$ cat src/rtl/coin_arbiter.sv
// Two-slot coin arbiter: per-slot 2-entry coin FIFOs, round-robin issue of nickel/dime strobes to the vending core.
// Coin sampled on edge k strobes after edge k+1 at the earliest; vm_open=1 holds issue while slots keep queueing/rejecting.
module coin_arbiter #(
    parameter int DEPTH = 2
) (
    input  logic clk,
    input  logic reset,
    input  logic a_nickel,
    input  logic a_dime,
    input  logic b_nickel,
    input  logic b_dime,
    input  logic vm_open,
    output logic nickel,
    output logic dime,
    output logic a_full,
    output logic b_full,
    output logic a_reject,
    output logic b_reject,
    output logic last_b
);

    localparam logic [1:0] LP_DEPTH = DEPTH[1:0];

    typedef enum logic {
        ST_IDLE = 1'b0,
        ST_LOCK = 1'b1
    } state_t;

    state_t     r_state;
    state_t     w_state_nxt;
    logic [1:0] r_a_cnt, r_b_cnt;
    logic [1:0] r_a_q, r_b_q;
    logic       r_ptr_b;
    logic       r_nickel, r_dime, r_a_rej, r_b_rej, r_last_b;

    logic       w_pop_en;
    logic       w_a_coin, w_b_coin, w_a_push, w_b_push, w_a_rej, w_b_rej;
    logic       w_a_ne, w_b_ne, w_grant_a, w_grant_b, w_grant, w_pop_type;
    logic [1:0] w_a_q_nxt, w_b_q_nxt;

    // Head lives in bit 0; a pop shifts before the new coin lands behind the survivors.
    function automatic logic [1:0] fifo_nxt(input logic [1:0] q, input logic [1:0] cnt,
                                            input logic pop, input logic push, input logic din);
        logic [1:0] nq;
        logic       widx;
        nq   = q;
        widx = (cnt != 2'd0) && !pop;
        if (pop)
            nq[0] = q[1];
        if (push)
            nq[widx] = din;
        return nq;
    endfunction

    assign w_a_coin = a_nickel ^ a_dime;
    assign w_b_coin = b_nickel ^ b_dime;
    assign w_a_push = w_a_coin && (r_a_cnt < LP_DEPTH);
    assign w_b_push = w_b_coin && (r_b_cnt < LP_DEPTH);
    assign w_a_rej  = (a_nickel & a_dime) | (w_a_coin & (r_a_cnt == LP_DEPTH));
    assign w_b_rej  = (b_nickel & b_dime) | (w_b_coin & (r_b_cnt == LP_DEPTH));
    assign w_a_ne   = (r_a_cnt != 2'd0);
    assign w_b_ne   = (r_b_cnt != 2'd0);

    always_comb begin
        w_state_nxt = r_state;
        w_pop_en    = 1'b0;
        case (r_state)
            ST_IDLE: begin
                if (vm_open)
                    w_state_nxt = ST_LOCK;
                else
                    w_pop_en = 1'b1;
            end
            ST_LOCK: begin
                if (!vm_open)
                    w_state_nxt = ST_IDLE;
            end
            default: w_state_nxt = ST_IDLE;
        endcase
    end

    assign w_grant_a  = w_pop_en & w_a_ne & (!w_b_ne | !r_ptr_b);
    assign w_grant_b  = w_pop_en & w_b_ne & (!w_a_ne |  r_ptr_b);
    assign w_grant    = w_grant_a | w_grant_b;
    assign w_pop_type = w_grant_b ? r_b_q[0] : r_a_q[0];
    assign w_a_q_nxt  = fifo_nxt(r_a_q, r_a_cnt, w_grant_a, w_a_push, a_dime);
    assign w_b_q_nxt  = fifo_nxt(r_b_q, r_b_cnt, w_grant_b, w_b_push, b_dime);

    always_ff @(posedge clk) begin
        if (!reset) begin
            r_state  <= ST_IDLE;
            r_a_cnt  <= 2'd0;
            r_b_cnt  <= 2'd0;
            r_a_q    <= 2'b00;
            r_b_q    <= 2'b00;
            r_ptr_b  <= 1'b0;
            r_nickel <= 1'b0;
            r_dime   <= 1'b0;
            r_a_rej  <= 1'b0;
            r_b_rej  <= 1'b0;
            r_last_b <= 1'b0;
        end else begin
            r_state  <= w_state_nxt;
            r_a_cnt  <= r_a_cnt + {1'b0, w_a_push} - {1'b0, w_grant_a};
            r_b_cnt  <= r_b_cnt + {1'b0, w_b_push} - {1'b0, w_grant_b};
            r_a_q    <= w_a_q_nxt;
            r_b_q    <= w_b_q_nxt;
            r_nickel <= w_grant & !w_pop_type;
            r_dime   <= w_grant &  w_pop_type;
            r_a_rej  <= w_a_rej;
            r_b_rej  <= w_b_rej;
            if (w_grant) begin
                r_ptr_b  <= w_grant_a;
                r_last_b <= w_grant_b;
            end
        end
    end

    assign nickel   = r_nickel;
    assign dime     = r_dime;
    assign a_reject = r_a_rej;
    assign b_reject = r_b_rej;
    assign last_b   = r_last_b;
    assign a_full   = (r_a_cnt == LP_DEPTH);
    assign b_full   = (r_b_cnt == LP_DEPTH);

endmodule
$ cat config.mk
export PLATFORM = sky130hd
export DESIGN_NAME = coin_arbiter
export DESIGN_NICKNAME = d
export VERILOG_FILES = /design/src/rtl/coin_arbiter.sv
export SDC_FILE = /design/constraint.sdc
export NUM_CORES = 1
export LEC_CHECK = 0
export ABC_AREA = 1
export BUFFER_PORTS_ARGS = -buffer_cell sky130_fd_sc_hd__clkbuf_2
export CAP_MARGIN = 30
export CELL_PAD_IN_SITES_DETAIL_PLACEMENT = 0
export CELL_PAD_IN_SITES_GLOBAL_PLACEMENT = 1
export CORE_AREA = 2 2 51 53
export DETAILED_ROUTE_END_ITERATION = 8
export DIE_AREA = 0 0 53 55
export GPL_TIMING_DRIVEN = 0
export MAX_ROUTING_LAYER = met4
export PLACE_DENSITY_LB_ADDON = 0.1
export SETUP_SLACK_MARGIN = 0.05
export SLEW_MARGIN = 25
export SYNTH_ARGS = -nofsm -noshare
export SYNTH_HDL_FRONTEND = slang
export SYNTH_SLANG_ARGS = --single-unit
$ cat constraint.sdc
create_clock -name clk -period 1.5 [get_ports clk]
set_clock_uncertainty 0.1 [all_clocks]
set_input_delay 0.3 -clock clk [delete_from_list [all_inputs] [get_ports clk]]
set_output_delay 0.3 -clock clk [all_outputs]
set_load 0.01 [all_outputs]
==> results of run 1 <==
cell families after synthesis:
family,Yosys count,share of synthesized area
AND/OR/NAND/NOR,53,0.3086
adder cells (fa/ha/maj),4,0.06601
flip-flops,15,0.3960
buffers and inverters,20,0.1089
AO/OA/AOI/OAI,14,0.09736
XOR/XNOR,2,0.02311
final cells by class:
| cell class | count | area (um2) |
|---|---|---|
| clock inverter | 1 | 5.005 |
| clock buffer | 3 | 22.52 |
| inverter | 18 | 67.56 |
| fill | 249 | 1231 |
| timing repair buffer | 25 | 163.9 |
| sequential | 15 | 316.6 |
| buffer | 1 | 3.754 |
| tap | 30 | 37.54 |
| multi-input combinational | 73 | 516.7 |
power groups by stage:
stage	sequential [mW]	clock (mW)	combinational, mW
final	0.676	0.235	1.01
after global routing	0.695	0.279	1.14
after CTS	0.662	0.255	0.884
after detailed placement	0.637	0	0.633
after global placement	0.636	0	0.631
after floorplan	0.622	0	0.498
routing by layer:
layer	vias to the layer above	routed length, um	global-route usage
met4	0	10	0.07692
met1	340	816	0.1716
met3	2	47	0.04032
li1	401	-	-
met5	-	0	-
met2	7	864	0.2292
per-stage QoR:
step | instance area [um2] | hold WS (ns) | instances
detailed placement | 908.4 | 0.3595 | 150
global route | 1134 | 0.08951 | 166
finish | 1134 | 0.1134 | 166
CTS | 1074 | 0.09989 | 165
global placement | 908.4 | 0.3475 | 150
floorplan | 810.8 | 0.2935 | 108
cell usage in the layout (no fill, tap or decap):
master / count
sky130_fd_sc_hd__nand3b_1: 2
sky130_fd_sc_hd__nand3_2: 2
sky130_fd_sc_hd__clkinv_2: 1
sky130_fd_sc_hd__nand2_1: 21
sky130_fd_sc_hd__o21ai_0: 1
sky130_fd_sc_hd__xor2_2: 2
sky130_fd_sc_hd__nand4_1: 3
sky130_fd_sc_hd__ha_4: 3
sky130_fd_sc_hd__nor2_4: 6
sky130_fd_sc_hd__dfxtp_4: 4
sky130_fd_sc_hd__o21ai_4: 2
sky130_fd_sc_hd__clkbuf_4: 3
sky130_fd_sc_hd__inv_2: 8
sky130_fd_sc_hd__nand3_1: 6
sky130_fd_sc_hd__dfxtp_2: 1
sky130_fd_sc_hd__buf_6: 1
sky130_fd_sc_hd__clkbuf_1: 1
sky130_fd_sc_hd__o21ai_1: 1
sky130_fd_sc_hd__ha_2: 1
sky130_fd_sc_hd__a21oi_1: 10
sky130_fd_sc_hd__buf_2: 1
sky130_fd_sc_hd__nand2_2: 1
sky130_fd_sc_hd__nor2_1: 8
sky130_fd_sc_hd__dfxtp_1: 10
sky130_fd_sc_hd__buf_4: 13
sky130_fd_sc_hd__inv_1: 10
sky130_fd_sc_hd__nor2_2: 2
sky130_fd_sc_hd__nand2_4: 2
sky130_fd_sc_hd__clkbuf_2: 10
synth_stat cells:
cell type | instances | area, um2
sky130_fd_sc_hd__nand2_2 | 2 | 12.51
sky130_fd_sc_hd__o21ai_2 | 1 | 8.760
sky130_fd_sc_hd__nand3b_1 | 2 | 15.01
sky130_fd_sc_hd__nand2_1 | 22 | 82.58
sky130_fd_sc_hd__nand4_1 | 3 | 18.77
sky130_fd_sc_hd__buf_6 | 1 | 11.26
sky130_fd_sc_hd__nand3_1 | 8 | 40.04
sky130_fd_sc_hd__inv_1 | 18 | 67.56
sky130_fd_sc_hd__clkbuf_1 | 1 | 3.750
sky130_fd_sc_hd__a21oi_1 | 10 | 50.05
sky130_fd_sc_hd__dfxtp_1 | 15 | 300.3
sky130_fd_sc_hd__nor2_1 | 14 | 52.55
sky130_fd_sc_hd__xor2_1 | 2 | 17.52
sky130_fd_sc_hd__ha_1 | 4 | 50.05
sky130_fd_sc_hd__o21ai_0 | 2 | 10.01
sky130_fd_sc_hd__o21ai_1 | 1 | 5.000
sky130_fd_sc_hd__nor2_2 | 2 | 12.51
worst register-to-register path: stages, from the launching register on:
cell and delay [ns]:
sky130_fd_sc_hd__dfxtp_1 0.31, sky130_fd_sc_hd__inv_1 0.05, sky130_fd_sc_hd__nand2_2 0.08, sky130_fd_sc_hd__nor2_4 0.15, sky130_fd_sc_hd__nand2_4 0.07, sky130_fd_sc_hd__xor2_2 0.16, sky130_fd_sc_hd__ha_4 0.16, sky130_fd_sc_hd__inv_2 0.05
sky130_fd_sc_hd__nand3_2 0.07, sky130_fd_sc_hd__nand2_1 0.06, sky130_fd_sc_hd__nor2_1 0.04
final timing paths:
kind,to,cells after the start
worst min-delay path,r_state$_SDFF_PN0_,3
worst max-delay path,r_b_cnt[1]$_SDFF_PN0_,11
worst min register to register,r_a_q[1]$_SDFFE_PN0P_,2
worst max register to register,r_a_cnt[1]$_SDFF_PN0_,10
sequential cells by signal (all words and copies together), names as in the netlist:
signal / count
r_a_cnt: 2
r_a_q: 2
r_b_cnt: 2
r_b_q: 2
a_reject: 1
b_reject: 1
dime: 1
last_b: 1
nickel: 1
r_ptr_b: 1
r_state: 1
timing repair:
item	in CTS	in global routing
resized for setup	14	15
pin swaps	8	7
endpoints found under the setup margin	5	6
buffers inserted	11	2
==> run_results.csv, run 1 <==
group,metric,value,unit
floorplan,die_width,53,um
timing,timing_hold_violations_final,0,
setup_path,worst_path_dominant_cell_family,"adder cells",
setup_path,ff2ff_setup_slack,0.09,ns
timing,min_period,1.444,ns
place,dpl_worst_slack,-0.2160,ns
min_path,worst_hold_startpoint,"vm_open",
setup_path,critical_path.endpoint_type,"flip-flop",
routing,postRouteAntennaNets,0,
setup_path,required,1.59,ns
timing,post-route-worst-setup-slack,0.05557,ns
logic_synthesis,synth_cells,108,
routing,final_routed_drc_violation_total,0,
clocking,clock_sink_count,15,
power_and_ir_drop,switching_share,0.4163,
global_routing,gr-total-overflow,0,
global_routing,grt_pass1_wl,2904,um
timing,totalNegativeSetupSlack,0,ns
floorplan,initial_utilization,0.3206,
floorplan,die_height,55,um
power_and_ir_drop,power_density,1694,mW/mm2
outcome,outcome,"completed",
clocking,tritoncts,"yes",
global_routing,grt_start_max_net_pins,11,
clocking,cts_buffer_depth,2,
floorplan,floorplan.die_area,0.002915,mm2
floorplan,design.core.area,0.002365,mm2
logic_synthesis,syn-mean-instance-area,7.021,um2
logic_synthesis,synth_cell_types,17,
global_routing,number_of_antenna_violations_at_the_first_check_in_global_routing,0,
clocking,path_clk_slew,0.10,ns
logic_synthesis,synth.cell_area,758.2,um2
timing,tightestPinTransition,0.4566,ns
setup_path,criticalPathCategory,"input pin to flip-flop",
power_and_ir_drop,static-leakage-power,0.5212,nW
clocking,holdBufCountCts,0,
min_path,holdCritPathClass,"input pin to flip-flop",
setup_path,critical_path_arrival,1.54,ns
routing,route.detailed.vias_per_inst,4.518,
setup_path,critical_path_peak_fanout,3,
finish,final_nets,148,
timing,finalCritPeriodShare,0.9630,
clocking,clockRootBuffer,"sky130_fd_sc_hd__clkbuf_4",
logic_synthesis,synth_seq_area_share,0.3960,
setup_path,launching_element_type_of_the_critical_path,"input pin",
setup_path,cp_common_cell,"sky130_fd_sc_hd__inv_2",
place,place_congestion,0.7667,
routing,detailedRoute.firstPassIterationCount,4,
logic_synthesis,yosysWarnings,0,
timing,max_slew_headroom_at_the_worst_pin,0.6956,
power_and_ir_drop,clock_power_share,0.123,
clocking,cts_made_buffers,3,
global_routing,grt_pass1_vias,693,
job,cap_violations,0,
finish,final_util,0.4794,
timing,max_slew_violation_total_from_the_final_report,0,
power_and_ir_drop,ir_drop,933.1,uV
setup_path,cp_slowest_cell,"sky130_fd_sc_hd__ha_4",
clocking,worstSkewPairLatency,0.29,ns
routing,routed_length_per_placed_instance,10.48,um
routing,detail_route.iter0.violations,13,
routing,postRouteWirelength,1739,um
power_and_ir_drop,combPwrFrac,0.525,
finish,area_growth,49.51,%
power_and_ir_drop,fin_total_pwr,1.920,mW
place,detailedPlacementHpwl,1193,um
setup_path,crit_path_start,"b_dime",
setup_path,max_stage_delay,0.27,ns
setup_path,path_cells,"clkbuf_2 > ha_4 > inv_2 > nor2_2 > inv_2 > xor2_2 > ha_2 > inv_2 > nand3_2 > nand2_1 > nor2_1",
timing,final-setup-viol-count,0,
power_and_ir_drop,p_switching,0.7994,mW
timing,grt_setup_unrepaired,"true",
power_and_ir_drop,share_seq_of_total_power,0.352,
power_and_ir_drop,p_int,1.121,mW
clocking,htreeDepth,1,
floorplan,placementRows,18,
timing,achievable-frequency,0.6923,GHz
global_routing,grt.total_usage,0.1461,
routing,route.vias.total,750,
finish,drive_gt1_frac,0.4632,
setup_path,crit_buf_inv,4,
setup_path,rr_startpoint,"r_state$_SDFF_PN0_",
floorplan,floorplan.io_pins,14,
logic_synthesis,mappedNetlistNets,119,
finish,antenna_cells_inserted,0,
logic_synthesis,synth_seq_cells,15,
place,io_buffer_count,12,
Note: power is estimated with default switching activity, not from simulation.
==> run 2: changes to the inputs <==
--- a/config.mk
+++ b/config.mk
@@ -10,9 +10,9 @@
 export CAP_MARGIN = 30
 export CELL_PAD_IN_SITES_DETAIL_PLACEMENT = 0
 export CELL_PAD_IN_SITES_GLOBAL_PLACEMENT = 1
-export CORE_AREA = 2 2 51 53
+export CORE_AREA = 2 2 49 56
 export DETAILED_ROUTE_END_ITERATION = 8
-export DIE_AREA = 0 0 53 55
+export DIE_AREA = 0 0 51 58
 export GPL_TIMING_DRIVEN = 0
 export MAX_ROUTING_LAYER = met4
 export PLACE_DENSITY_LB_ADDON = 0.1
==> run 2 against run 1 <==
Sequential share of layout area is 0.38 points lower; non-clock buffer count unchanged; first-iteration DRC count decreased by 38%; largest cell class unchanged; routed wire length rose by 3.1%; sequential power about the same; critical endpoint unchanged; clock power is 4% lower; design area increased by 1.8%; register-to-register slack lost 0.02 ns.
==> run_results.csv, run 2 (synthesized netlist as in run 1, its figures left out) <==
group,metric,value,unit
clocking,path_clk_slew,0.08,ns
setup_path,critical_path_arrival,1.50,ns
setup_path,worst_path_dominant_cell_family,"simple AND/OR/NAND/NOR gates",
floorplan,die_width,51,um
routing,wire_length_on_met2,960,um
floorplan,design.core.area,0.002401,mm2
timing,max_slew_headroom_at_the_worst_pin,0.6965,
routing,postRouteAntennaNets,0,
floorplan,floorplan.die_area,0.002958,mm2
routing,detail_route.iter0.violations,8,
finish,layout_cell_area_excl_fill,0.001154,mm2
routing,routed_length_per_placed_instance,10.74,um
timing,totalNegativeSetupSlack,0,ns
setup_path,max_stage_delay,0.32,ns
finish,final_cell_mix,"sky130_fd_sc_hd__nand2_1, sky130_fd_sc_hd__clkbuf_2, sky130_fd_sc_hd__inv_1, sky130_fd_sc_hd__dfxtp_1, sky130_fd_sc_hd__buf_4",
setup_path,required,1.57,ns
routing,detailedRoute.firstPassIterationCount,4,
floorplan,floorplan.io_pins,14,
finish,count_of_fill_cells_added_during_filler_insertion,261,
global_routing,gr-total-overflow,0,
clocking,clockRootBuffer,"sky130_fd_sc_hd__clkbuf_4",
job,cap_violations,0,
clocking,holdBufCountCts,0,
clocking,worstSkewPairLatency,0.28,ns
timing,min_period,1.428,ns
power_and_ir_drop,power_density,1697,mW/mm2
setup_path,cp_slowest_cell,"sky130_fd_sc_hd__dfxtp_2",
timing,tightestPinTransition,0.4553,ns
clocking,htreeDepth,1,
timing,finalCritPeriodShare,0.9523,
timing,achievable-frequency,0.7001,GHz
global_routing,number_of_antenna_violations_at_the_first_check_in_global_routing,0,
finish,final_util,0.4805,
clocking,cts_made_buffers,3,
routing,highest_layer,"met4",
timing,fin_hold_ws,0.1220,ns
power_and_ir_drop,ir_drop,760.0,uV
setup_path,path_cells,"inv_2 > nand2_4 > nor2_4 > nand2_2 > xor2_1 > ha_2 > inv_2 > nand3_2 > nand2_1 > nor2_1",
timing,grt_setup_unrepaired,"true",
finish,final_nets,148,
floorplan,placementRows,19,
power_and_ir_drop,static-leakage-power,0.5212,nW
finish,ff_latch_area,317.8,um2
finish,instances_no_fill,167,
global_routing,grt.total_usage,0.1361,
finish,antenna_cells_inserted,0,
clocking,tritoncts,"yes",
timing,final-setup-viol-count,0,
place,detailedPlacementHpwl,1177,um
routing,postRouteWirelength,1793,um
timing,timing_hold_violations_final,0,
setup_path,criticalPathCategory,"flip-flop to flip-flop",
finish,drive_gt1_frac,0.4779,
global_routing,grt_start_max_net_pins,11,
min_path,holdCritPathClass,"input pin to flip-flop",
timing,max_slew_violation_total_from_the_final_report,0,
setup_path,crit_buf_inv,2,
global_routing,grt_pass1_vias,686,
finish,multi_input_comb_area,511.7,um2
floorplan,die_height,58,um
routing,final_routed_drc_violation_total,0,
routing,route.detailed.vias_per_inst,4.551,
place,io_buffer_count,12,
clocking,cts_buffer_depth,2,
setup_path,launching_element_type_of_the_critical_path,"flip-flop",
floorplan,initial_utilization,0.3158,
place,numPlacedInstances,151,
setup_path,cp_common_cell,"sky130_fd_sc_hd__inv_2",
finish,mostFrequentLayoutCell,"sky130_fd_sc_hd__nand2_1",
setup_path,critical_path_peak_fanout,3,
finish,area_growth,52.15,%
setup_path,critical_path.endpoint_type,"flip-flop",
global_routing,grt_pass1_wl,2877,um
outcome,outcome,"completed",
routing,route.met3.wl,70,um
routing,wirelength_met1,742,um
clocking,clock_sink_count,15,
routing,route.vias.total,760,
place,place_congestion,0.6975,
place,detailed_place.area,909.6,um2
==> run 2: changes by cell type in the layout (fill, tap and decap cells not counted), sizes merged <==
| cell | delta |
|---|---|
| clkbuf | +1 |
| clkinv | -1 |
==> run 2: what timing repair did <==
item                       CTS  global route
cloned                       0             0
resized for setup           17            22
pin swaps                    7            13
setup buffers                9             4
setup endpoints to repair    4             6
==> run 2: worst paths after layout <==
| kind | start | to | slack [ns] | cells after the start |
|---|---|---|---|---|
| min reg2reg | r_a_q[1]$_SDFFE_PN0P_ | r_a_q[1]$_SDFFE_PN0P_ | 0.37 | 2 |
| max reg2reg | r_state$_SDFF_PN0_ | r_b_cnt[1]$_SDFF_PN0_ | 0.07 | 10 |
| max | r_state$_SDFF_PN0_ | r_b_cnt[1]$_SDFF_PN0_ | 0.07 | 10 |
| min | vm_open | r_state$_SDFF_PN0_ | 0.12 | 3 |
==> run 2: final cells by class <==
type | instances | share of cell area
plain buffers | 1 | 0.003254
inverters | 18 | 0.06074
well taps | 31 | 0.03362
flip-flops and latches | 15 | 0.2755
multi-input cells | 73 | 0.4436
repair buffers | 25 | 0.1605
clock buffers | 4 | 0.02278
==> run 2: worst reg2reg max path, cell delays in order, from the launching register on <==
cell and delay (ns):
sky130_fd_sc_hd__dfxtp_2 0.32, sky130_fd_sc_hd__inv_2 0.05, sky130_fd_sc_hd__nand2_4 0.06, sky130_fd_sc_hd__nor2_4 0.12
sky130_fd_sc_hd__nand2_2 0.08, sky130_fd_sc_hd__xor2_1 0.17, sky130_fd_sc_hd__ha_2 0.18, sky130_fd_sc_hd__inv_2 0.07
sky130_fd_sc_hd__nand3_2 0.07, sky130_fd_sc_hd__nand2_1 0.07, sky130_fd_sc_hd__nor2_1 0.04
==> run 2: per-stage QoR <==
| stage | total power [mW] | setup slack, ns |
|---|---|---|
| 2_1_floorplan | 1.119 | 0.01123 |
| 3_3_place_gp | 1.265 | -0.2223 |
| 3_5_place_dp | 1.273 | -0.2197 |
| 4_1_cts | 1.767 | -0.0002092 |
| 5_1_grt | 2.123 | -0.004691 |
| 6_report | 1.957 | 0.07161 |
==> run 2: layer usage <==
layer | up-vias | global-route usage
met5 | - | -
met4 | 0 | 0.08494
met3 | 2 | 0.02835
met2 | 13 | 0.2245
met1 | 344 | 0.1481
li1 | 401 | -
==> run 2: where the power goes <==
group	leakage [nW]	internal, mW	switching [mW]
Clock	0.0150	0.103	0.123
Combinational	0.380	0.521	0.535
Sequential	0.127	0.536	0.140
